===== config.mk =====
export PLATFORM = sky130hd
export DESIGN_NAME = sigmoid_feeder_flat
export DESIGN_NICKNAME = d
export VERILOG_FILES = /design/src/rtl/sigmoid_feeder_if.sv /design/src/rtl/sigmoid_feeder.sv /design/src/flat_wrapper.sv
export SDC_FILE = /design/constraint.sdc
export NUM_CORES = 1
export LEC_CHECK = 0
export BUFFER_PORTS_ARGS = -buffer_cell sky130_fd_sc_hd__buf_2
export CAP_MARGIN = 5
export CELL_PAD_IN_SITES_DETAIL_PLACEMENT = 0
export CELL_PAD_IN_SITES_GLOBAL_PLACEMENT = 2
export CORE_MARGIN = 8
export CORE_UTILIZATION = 43
export CTS_CLUSTER_SIZE = 24
export DETAILED_ROUTE_END_ITERATION = 10
export PLACE_DENSITY_LB_ADDON = 0.05
export SYNTH_ARGS = -nofsm -noshare
export SYNTH_HDL_FRONTEND = slang
export SYNTH_SLANG_ARGS = --single-unit

===== constraint.sdc =====
create_clock -name clk -period 5.85 [get_ports clk]
set_clock_uncertainty 0.2 [all_clocks]
set_input_delay 0.585 -clock clk [delete_from_list [all_inputs] [get_ports clk]]
set_output_delay 0.585 -clock clk [all_outputs]
set_load 0.03 [all_outputs]

===== src/rtl/sigmoid_feeder_if.sv =====
// Stream bundle between the neuron-sum producer, the sigmoid feeder FIFO and the sigmoid block.
// The slave modport is the feeder's view. The master modport is the view of the surrounding logic.
interface sigmoid_feeder_if #(
  parameter int IDX_W = 6
) ();
  logic [31:0]      data_in;
  logic             valid_in;
  logic             last_in;
  logic             ready_in;
  logic [31:0]      data_out;
  logic             valid_out;
  logic             last_out;
  logic [IDX_W-1:0] index_out;
  logic             ready_out;

  modport slave (
    input  data_in, valid_in, last_in, ready_out,
    output ready_in, data_out, valid_out, last_out, index_out
  );

  modport master (
    output data_in, valid_in, last_in, ready_out,
    input  ready_in, data_out, valid_out, last_out, index_out
  );
endinterface


===== src/rtl/sigmoid_feeder.sv =====
// FIFO front-end for the sigmoid activation: sanitises float_24_8 sums on entry,
// tags vector boundaries (with forced termination at MAX_LEN) and indexes elements on exit.
module sigmoid_feeder #(
  parameter int DEPTH   = 8,
  parameter int MAX_LEN = 64,
  parameter int IDX_W   = 6
) (
  input  logic                  clk,
  input  logic                  reset,
  sigmoid_feeder_if.slave       bus,
  output logic                  len_err
);
  localparam int PTR_W = $clog2(DEPTH);
  localparam int CNT_W = PTR_W + 1;

  logic [32:0]      mem_q [DEPTH];
  logic [32:0]      mem_d [DEPTH];
  logic [PTR_W-1:0] wr_ptr_q, wr_ptr_d;
  logic [PTR_W-1:0] rd_ptr_q, rd_ptr_d;
  logic [CNT_W-1:0] count_q, count_d;
  logic [IDX_W-1:0] in_len_q, in_len_d;
  logic [IDX_W-1:0] out_idx_q, out_idx_d;
  logic             len_err_q, len_err_d;

  logic        rdy_in, vld_out, wr_en, rd_en;
  logic        force_last, last_st;
  logic [31:0] clean;
  logic [32:0] head;

  always_comb begin
    rdy_in  = (count_q < CNT_W'(DEPTH)) && !reset;
    vld_out = (count_q != '0) && !reset;
    head    = mem_q[rd_ptr_q];
    wr_en   = bus.valid_in && rdy_in;
    rd_en   = vld_out && bus.ready_out;

    bus.ready_in  = rdy_in;
    bus.valid_out = vld_out;
    bus.data_out  = vld_out ? head[31:0] : '0;
    bus.last_out  = vld_out ? head[32] : 1'b0;
    bus.index_out = vld_out ? out_idx_q : '0;
    len_err       = len_err_q && !reset;

    // Denormals flush to +0; Inf/NaN saturate to +/-128.0 keeping the sign.
    unique case (bus.data_in[30:23])
      8'h00:   clean = '0;
      8'hFF:   clean = {bus.data_in[31], 8'd134, 23'd0};
      default: clean = bus.data_in;
    endcase

    force_last = (in_len_q == IDX_W'(MAX_LEN - 1)) && !bus.last_in;
    last_st    = bus.last_in || force_last;

    mem_d = mem_q;
    if (wr_en) mem_d[wr_ptr_q] = {last_st, clean};

    wr_ptr_d = wr_en ? wr_ptr_q + 1'b1 : wr_ptr_q;
    rd_ptr_d = rd_en ? rd_ptr_q + 1'b1 : rd_ptr_q;

    unique case ({wr_en, rd_en})
      2'b10:   count_d = count_q + 1'b1;
      2'b01:   count_d = count_q - 1'b1;
      default: count_d = count_q;
    endcase

    in_len_d = in_len_q;
    if (wr_en) in_len_d = last_st ? '0 : in_len_q + 1'b1;

    out_idx_d = out_idx_q;
    if (rd_en) out_idx_d = head[32] ? '0 : out_idx_q + 1'b1;

    len_err_d = len_err_q || (wr_en && force_last);
  end

  always_ff @(posedge clk) begin
    if (reset) begin
      for (int unsigned i = 0; i < DEPTH; i++) mem_q[i] <= '0;
      wr_ptr_q  <= '0;
      rd_ptr_q  <= '0;
      count_q   <= '0;
      in_len_q  <= '0;
      out_idx_q <= '0;
      len_err_q <= 1'b0;
    end else begin
      mem_q     <= mem_d;
      wr_ptr_q  <= wr_ptr_d;
      rd_ptr_q  <= rd_ptr_d;
      count_q   <= count_d;
      in_len_q  <= in_len_d;
      out_idx_q <= out_idx_d;
      len_err_q <= len_err_d;
    end
  end
endmodule


===== src/flat_wrapper.sv =====
// flat-port wrapper written by rule: the top's interface ports become plain ports
module sigmoid_feeder_flat 
#(
  parameter int DEPTH   = 8,
  parameter int MAX_LEN = 64,
  parameter int IDX_W   = 6
)
  (clk, reset, len_err, bus_data_in, bus_valid_in, bus_last_in, bus_ready_out, bus_ready_in, bus_data_out, bus_valid_out, bus_last_out, bus_index_out);
  sigmoid_feeder_if #(.IDX_W(IDX_W)) bus_i ();
  input  logic clk;
  input  logic reset;
  output logic len_err;
  input wire logic [$bits(bus_i.data_in)-1:0] bus_data_in;
  input wire logic [$bits(bus_i.valid_in)-1:0] bus_valid_in;
  input wire logic [$bits(bus_i.last_in)-1:0] bus_last_in;
  input wire logic [$bits(bus_i.ready_out)-1:0] bus_ready_out;
  output wire logic [$bits(bus_i.ready_in)-1:0] bus_ready_in;
  output wire logic [$bits(bus_i.data_out)-1:0] bus_data_out;
  output wire logic [$bits(bus_i.valid_out)-1:0] bus_valid_out;
  output wire logic [$bits(bus_i.last_out)-1:0] bus_last_out;
  output wire logic [$bits(bus_i.index_out)-1:0] bus_index_out;
  assign bus_i.data_in = bus_data_in;
  assign bus_i.valid_in = bus_valid_in;
  assign bus_i.last_in = bus_last_in;
  assign bus_i.ready_out = bus_ready_out;
  assign bus_ready_in = bus_i.ready_in;
  assign bus_data_out = bus_i.data_out;
  assign bus_valid_out = bus_i.valid_out;
  assign bus_last_out = bus_i.last_out;
  assign bus_index_out = bus_i.index_out;
  sigmoid_feeder #(.DEPTH(DEPTH), .MAX_LEN(MAX_LEN), .IDX_W(IDX_W)) u_core (.clk(clk), .reset(reset), .bus(bus_i), .len_err(len_err));
endmodule

---- Word level (Yosys, flattened, before mapping) ----
Cells that the tools add are included.
storage, ports and cells
  register bits after elaboration ......... 287
  output and inout bits ................... 42
  word-level logic and storage cells ...... 58
  input port bits ......................... 37
cells by class
  muxes and demuxes ....................... 13
  reductions and logical operators ........ 15
  bitwise gates (word level) .............. 2
  equal/unequal tests ..................... 4
  order comparisons ....................... 4
  add/sub/neg operators ................... 6
operators by type and width
  operator                                            count
  bitwise mux 264 bit                                 1
  binary-select mux 33 bit (select 3 bit)             1
  demux 33 bit (select 3 bit)                         1
  2-to-1 mux 33 bit                                   3
  one-hot mux 32 bit (2 select lines)                 1
  2-to-1 mux 32 bit                                   1
  2-to-1 mux 6 bit                                    3
  adder 6 x 1 -> 6 bit, second input constant         2
  == test 8 bit, second input constant                1
  >= comparator 4 bit, second input constant          2
  logical AND 1 bit                                   8
  logical NOT 8 bit                                   1
  NOT 3 -> 4 bit                                      2
  one-hot mux 4 bit (2 select lines)                  1
  adder 3 x 1 -> 3 bit, second input constant         2
  == test 6 bit, second input constant                1
  adder 4 x 1 -> 4 bit, second input constant         1
  < comparator 4 x 1 -> 1 bit, second input constant  1
  < comparator 4 bit, second input constant           1
  nonzero test 4 bit                                  1
  subtractor 4 x 1 -> 4 bit, second input constant    1
  == test 2 x 1 -> 1 bit, second input constant       1
  == test 2 bit, second input constant                1
  logical NOT 1 bit                                   2
  other kinds (3)                                     4

---- Logic depth before layout (Yosys ltp) ----
  depth after elaboration ................. 6
  mapped depth ............................ 12

---- Worst setup path before layout ----
OpenSTA, ideal clock, no wires.
  path type ............................... register -> register
  from .................................... register u_core.count_q[3]
  to ...................................... register u_core.count_q[2]
  required time ........................... 5.580 ns
  clock period less this slack ............ 2.868 ns
  setup time .............................. 0.070 ns
  setup slack ............................. 2.982 ns
  cell stages (with the launch flop) ...... 13
  data arrival time ....................... 2.597 ns
  path through ............................ dfxtp_1 buf_2 or4_1 buf_2 nand3_1 inv_2 ha_1 xor2_1 ha_1 a21oi_1 xor2_1 or3_1 a21oi_1
on the way
  word-level cells in the longest chain between the ends .. 5
  elaborated cells between the ends (all ways) .. 10
  those cells by class .................... order compare (1); eq/ne (2); mux (1); reduce/logical (6)
ends and longest elaborated chain
  what                                                                      line                  text
  from (decl)                                                               sigmoid_feeder.sv:20  logic [CNT_W-1:0] count_q, count_d;
  from (signal assigned)                                                    sigmoid_feeder.sv:88  count_q <= count_d;
  nonzero test 4 bit (*)                                                    sigmoid_feeder.sv:32  vld_out = (count_q != '0) && !reset;
  logical AND 1 bit (*)                                                     sigmoid_feeder.sv:32
  logical AND 1 bit (*)                                                     sigmoid_feeder.sv:35  rd_en = vld_out && bus.ready_out;
  named net u_core.rd_en                                                    sigmoid_feeder.sv:25  logic rdy_in, vld_out, wr_en, rd_en;
  == test 2 x 1 -> 1 bit or == test 2 bit (tied branches)                   sigmoid_feeder.sv:60  unique case ({wr_en, rd_en})
  one-hot mux 4 bit (2 select lines) or nonzero test 2 bit (tied branches)  -
Mark *: on every way through the listed nets, which the timed path passes. The rest lies on a longest branch.
A chain may end at the register's enable or synchronous reset.

---- Final worst setup path ----
  from .................................... register u_core.rd_ptr_q[0]
  to ...................................... output bus_data_out[23]
on the way
  word-level cells in the longest chain between the ends .. 5
ends and longest elaborated chain
  what                                                  line                  text
  from (decl)                                           sigmoid_feeder.sv:19  logic [PTR_W-1:0] rd_ptr_q, rd_ptr_d;
  from (signal assigned)                                sigmoid_feeder.sv:87  rd_ptr_q <= rd_ptr_d;
  NOT 3 -> 4 bit (not written as such)                  sigmoid_feeder.sv:33  head = mem_q[rd_ptr_q];
  binary-select mux 33 bit (select 3 bit)               sigmoid_feeder.sv:33
  2-to-1 mux 33 bit (not written as such) (2 in a row)  sigmoid_feeder.sv:33
  2-to-1 mux 32 bit                                     sigmoid_feeder.sv:39  bus.data_out = vld_out ? head[31:0] : '0;
  to (decl)                                             flat_wrapper.sv:18    output wire logic [$bits(bus_i.data_out)-1:0] bus_data_out;
No other way between the ends. The select of a mux whose other input is x is not followed.

==> impl_metrics.tcl <==
set metrics [dict create \
    outcome "finished, final reports clean" \
    multi_input_area_um2 5650 \
    timing.fmax_ghz 0.256 \
    ant_nets 0 \
    die_h_um 182 \
    dp_hpwl_um 18300 \
    wl_um 32600 \
    syn_nets 1143 \
    crit_family "flip-flops" \
    fin_util_pct 49.9 \
    cts_resized 0 \
    synthArstFlopShare_pct 0 \
    die_w_um 182 \
    clkTransAtPathRegs_ns 0.06 \
    firstDrtPassIters 4 \
    path_buf_inv 2 \
    min_path_type "input port to flop" \
    holdBufCountCts 0 \
    worstMarginPinSlew_ns 1.17 \
    vias_per_cell 5.69 \
    io-pin-count 79 \
    core_um2 27000 \
    place_congestion 0.720 \
    crit_required_ns 5.07 \
    crit_path_start_kind "flop" \
    synthToLayoutAreaGrowth_pct 14.1 \
    cts_setup_buffers 0 \
    grt_pass1_wl_um 52500 \
    fin_nets 1186 \
    rsz0062_at_grt "false" \
    numCtsBuffers 30 \
    ir_drop_uv 210 \
    drive_gt1_share_pct 20.8 \
    worst-path-max-fanout 38 \
    ys.flop_type "dfxtp_1" \
    hold_slack_ns 0.193 \
    ys_types 55 \
    combPwrFrac_pct 7.2 \
    grt_max_degree 71 \
    cts_sinks 287 \
    r2r_slack_ns 2.62 \
    seq_area_um2 5750 \
    yosysSeqAreaShare_pct 48.7 \
    drc 0 \
    synth_area_um2 11800 \
    diodes 0 \
    fin_tns_setup_ns 0 \
    dieArea_um2 33000 \
    finalSetupViolCount 0 \
    slew_headroom_pct 22.0 \
    clock_latency_ns 0.55 \
    switching_share_pct 24.1 \
    max_stage_delay_ns 0.89 \
    route.vias.total 8572 \
    layout_min_cycle_time_ns 3.91 \
    synth_warnings 0 \
    crit_chain "buf_4, mux4_2, mux2i_1, nor2_1, buf_2" \
    synth-edff-count 0 \
    hold_viol_final 0 \
    overflow 0 \
    h-tree-depth 1 \
    nFillCells 2507 \
    ys_ff_latch 287 \
    avgSynthCellArea_um2 10.7 \
    seqPwrFrac_pct 46.0 \
    postSynthCellCount 1099 \
    drv_slew 0 \
    post-route-period-util_pct 66.9 \
    p_per_area_nw_per_um2 328 \
    cts_buffer_depth 3 \
    row_count 60 \
    portBuffers 78 \
    cp.arrival_ns 3.13 \
    end_kind "output port" \
    root_buffer "clkbuf_16" \
    antenna_found_initial 0 \
    p_leak_nw 4.67 \
    initial_core_util_pct 43.7 \
    pwr-share-clk_pct 46.8 \
    wire_per_inst_um 21.7 \
    grt_pass1_vias 8944 \
    critPathSlowestCell "dfxtp_4" \
    grt_use_total_pct 19.8 \
    cts_tree "done" \
    path_class "flop to output port" \
    p_int_mw 3.35 \
    maxCapViolCount 0 \
    drt-initial-drc-count 441 \
    switchingPower_mw 1.06 \
]
[layout make-up]
cell class              count  share of cell area [%]
repair buffers             94                    3.80
clock inverters            20                    2.00
inverters                   5                   0.140
clock buffers              36                    6.05
well taps                 341                    3.17
multi-input cells         724                    42.0
flip-flops and latches    287                    42.8
[logic make-up (layout without fill, tap and decap cells)]
logic type | count (synthesis) | count (layout) | share of synthesized area, %
AND/OR/NAND/NOR | 298 | 298 | 11.8
flip-flops | 287 | 287 | 48.7
AO/OA/AOI/OAI | 282 | 282 | 16.9
multiplexers | 127 | 127 | 17.6
buffers and inverters | 88 | 155 | 3.46
XOR/XNOR | 10 | 10 | 0.743
adder cells (fa/ha/maj) | 7 | 7 | 0.743
[cells in the final DEF (no fill, tap or decap), types with 10 or more instances in the layout]
master / n
clkbuf_16: 30
o21ai_0: 94
clkinv_2: 10
mux2i_1: 61
dfxtp_1: 284
a21oi_1: 28
mux4_2: 64
buf_2: 78
nand2_1: 139
nor2_1: 78
o2bb2ai_1: 135
nand3_1: 20
buf_4: 16
[stage by stage]
step	setup WS, ns	power, mW	cell area (um2)	cells
3_5_place_dp	2.09	2.40	12400	1451
3_3_place_gp	2.12	2.39	12400	1451
6_report	1.94	4.41	13400	1507
4_1_cts	1.82	4.46	13400	1507
5_1_grt	1.70	4.57	13400	1507
2_1_floorplan	2.98	2.28	11800	1099
[metal layers]
layer,up-vias,share of wire [%],global-route usage [%]
met5,-,0,0
met4,0,1.7,4.30
met3,41,3.4,2.40
met2,152,46,32.3
met1,4214,49,27.7
li1,4165,-,-
[registers in the layout, indices dropped and copies added, names as in the netlist]
| signal | cells |
|---|---|
| u_core.mem_q | 264 |
| u_core.in_len_q | 6 |
| u_core.len_err_q | 1 |
| u_core.rd_ptr_q | 3 |
| u_core.out_idx_q | 6 |
| u_core.wr_ptr_q | 3 |
| u_core.count_q | 4 |
[cells in the mapped netlist (all sizes together) (3+ instances only)]
cell,n,area (um2)
a211oi,8,60.1
a21oi,31,163
a311oi,4,35.0
and2,3,18.8
and3,8,50.1
buf,57,289
clkbuf,26,100
dfxtp,287,5750
ha,7,87.6
inv,5,18.8
mux2i,61,611
mux4,64,1440
nand2,141,532
nand2b,3,18.8
nand3,26,168
nand4,5,31.3
nor2,84,333
nor2b,4,25.0
nor3,4,31.3
nor4,6,37.5
o21ai,94,470
o2bb2ai,135,1180
xnor2,4,35.0
xor2,6,52.6
[path summary, 6_finish.rpt]
check | startpoint | to | cells past startpoint
worst min register to register | u_core.mem_q[192] | u_core.mem_q[192] | 2
worst min-delay path | bus_data_in[30] | u_core.mem_q[30] | 3
worst max-delay path | u_core.rd_ptr_q[0] | bus_data_out[23] | 5
worst max register to register | u_core.count_q[3] | u_core.count_q[2] | 10
[power by group through the flow]
stage / Clock, mW / Combinational, mW / Sequential [mW]
after floorplan: 0 / 0.239 / 2.04
after global placement: 0 / 0.321 / 2.07
after detailed placement: 0 / 0.323 / 2.07
after CTS: 2.11 / 0.323 / 2.03
after global routing: 2.19 / 0.348 / 2.04
final: 2.06 / 0.317 / 2.03
[worst reg2reg max path, stage by stage, from the launching register on]
cell	delay (ns)
dfxtp_1	0.44
or4_1	0.76
nand3_1	0.29
inv_2	0.15
ha_1	0.29
xor2_1	0.16
ha_1	0.18
a21oi_1	0.14
xor2_1	0.09
or3_1	0.31
a21oi_1	0.15
No activity file was read; power rests on OpenSTA's default activity.
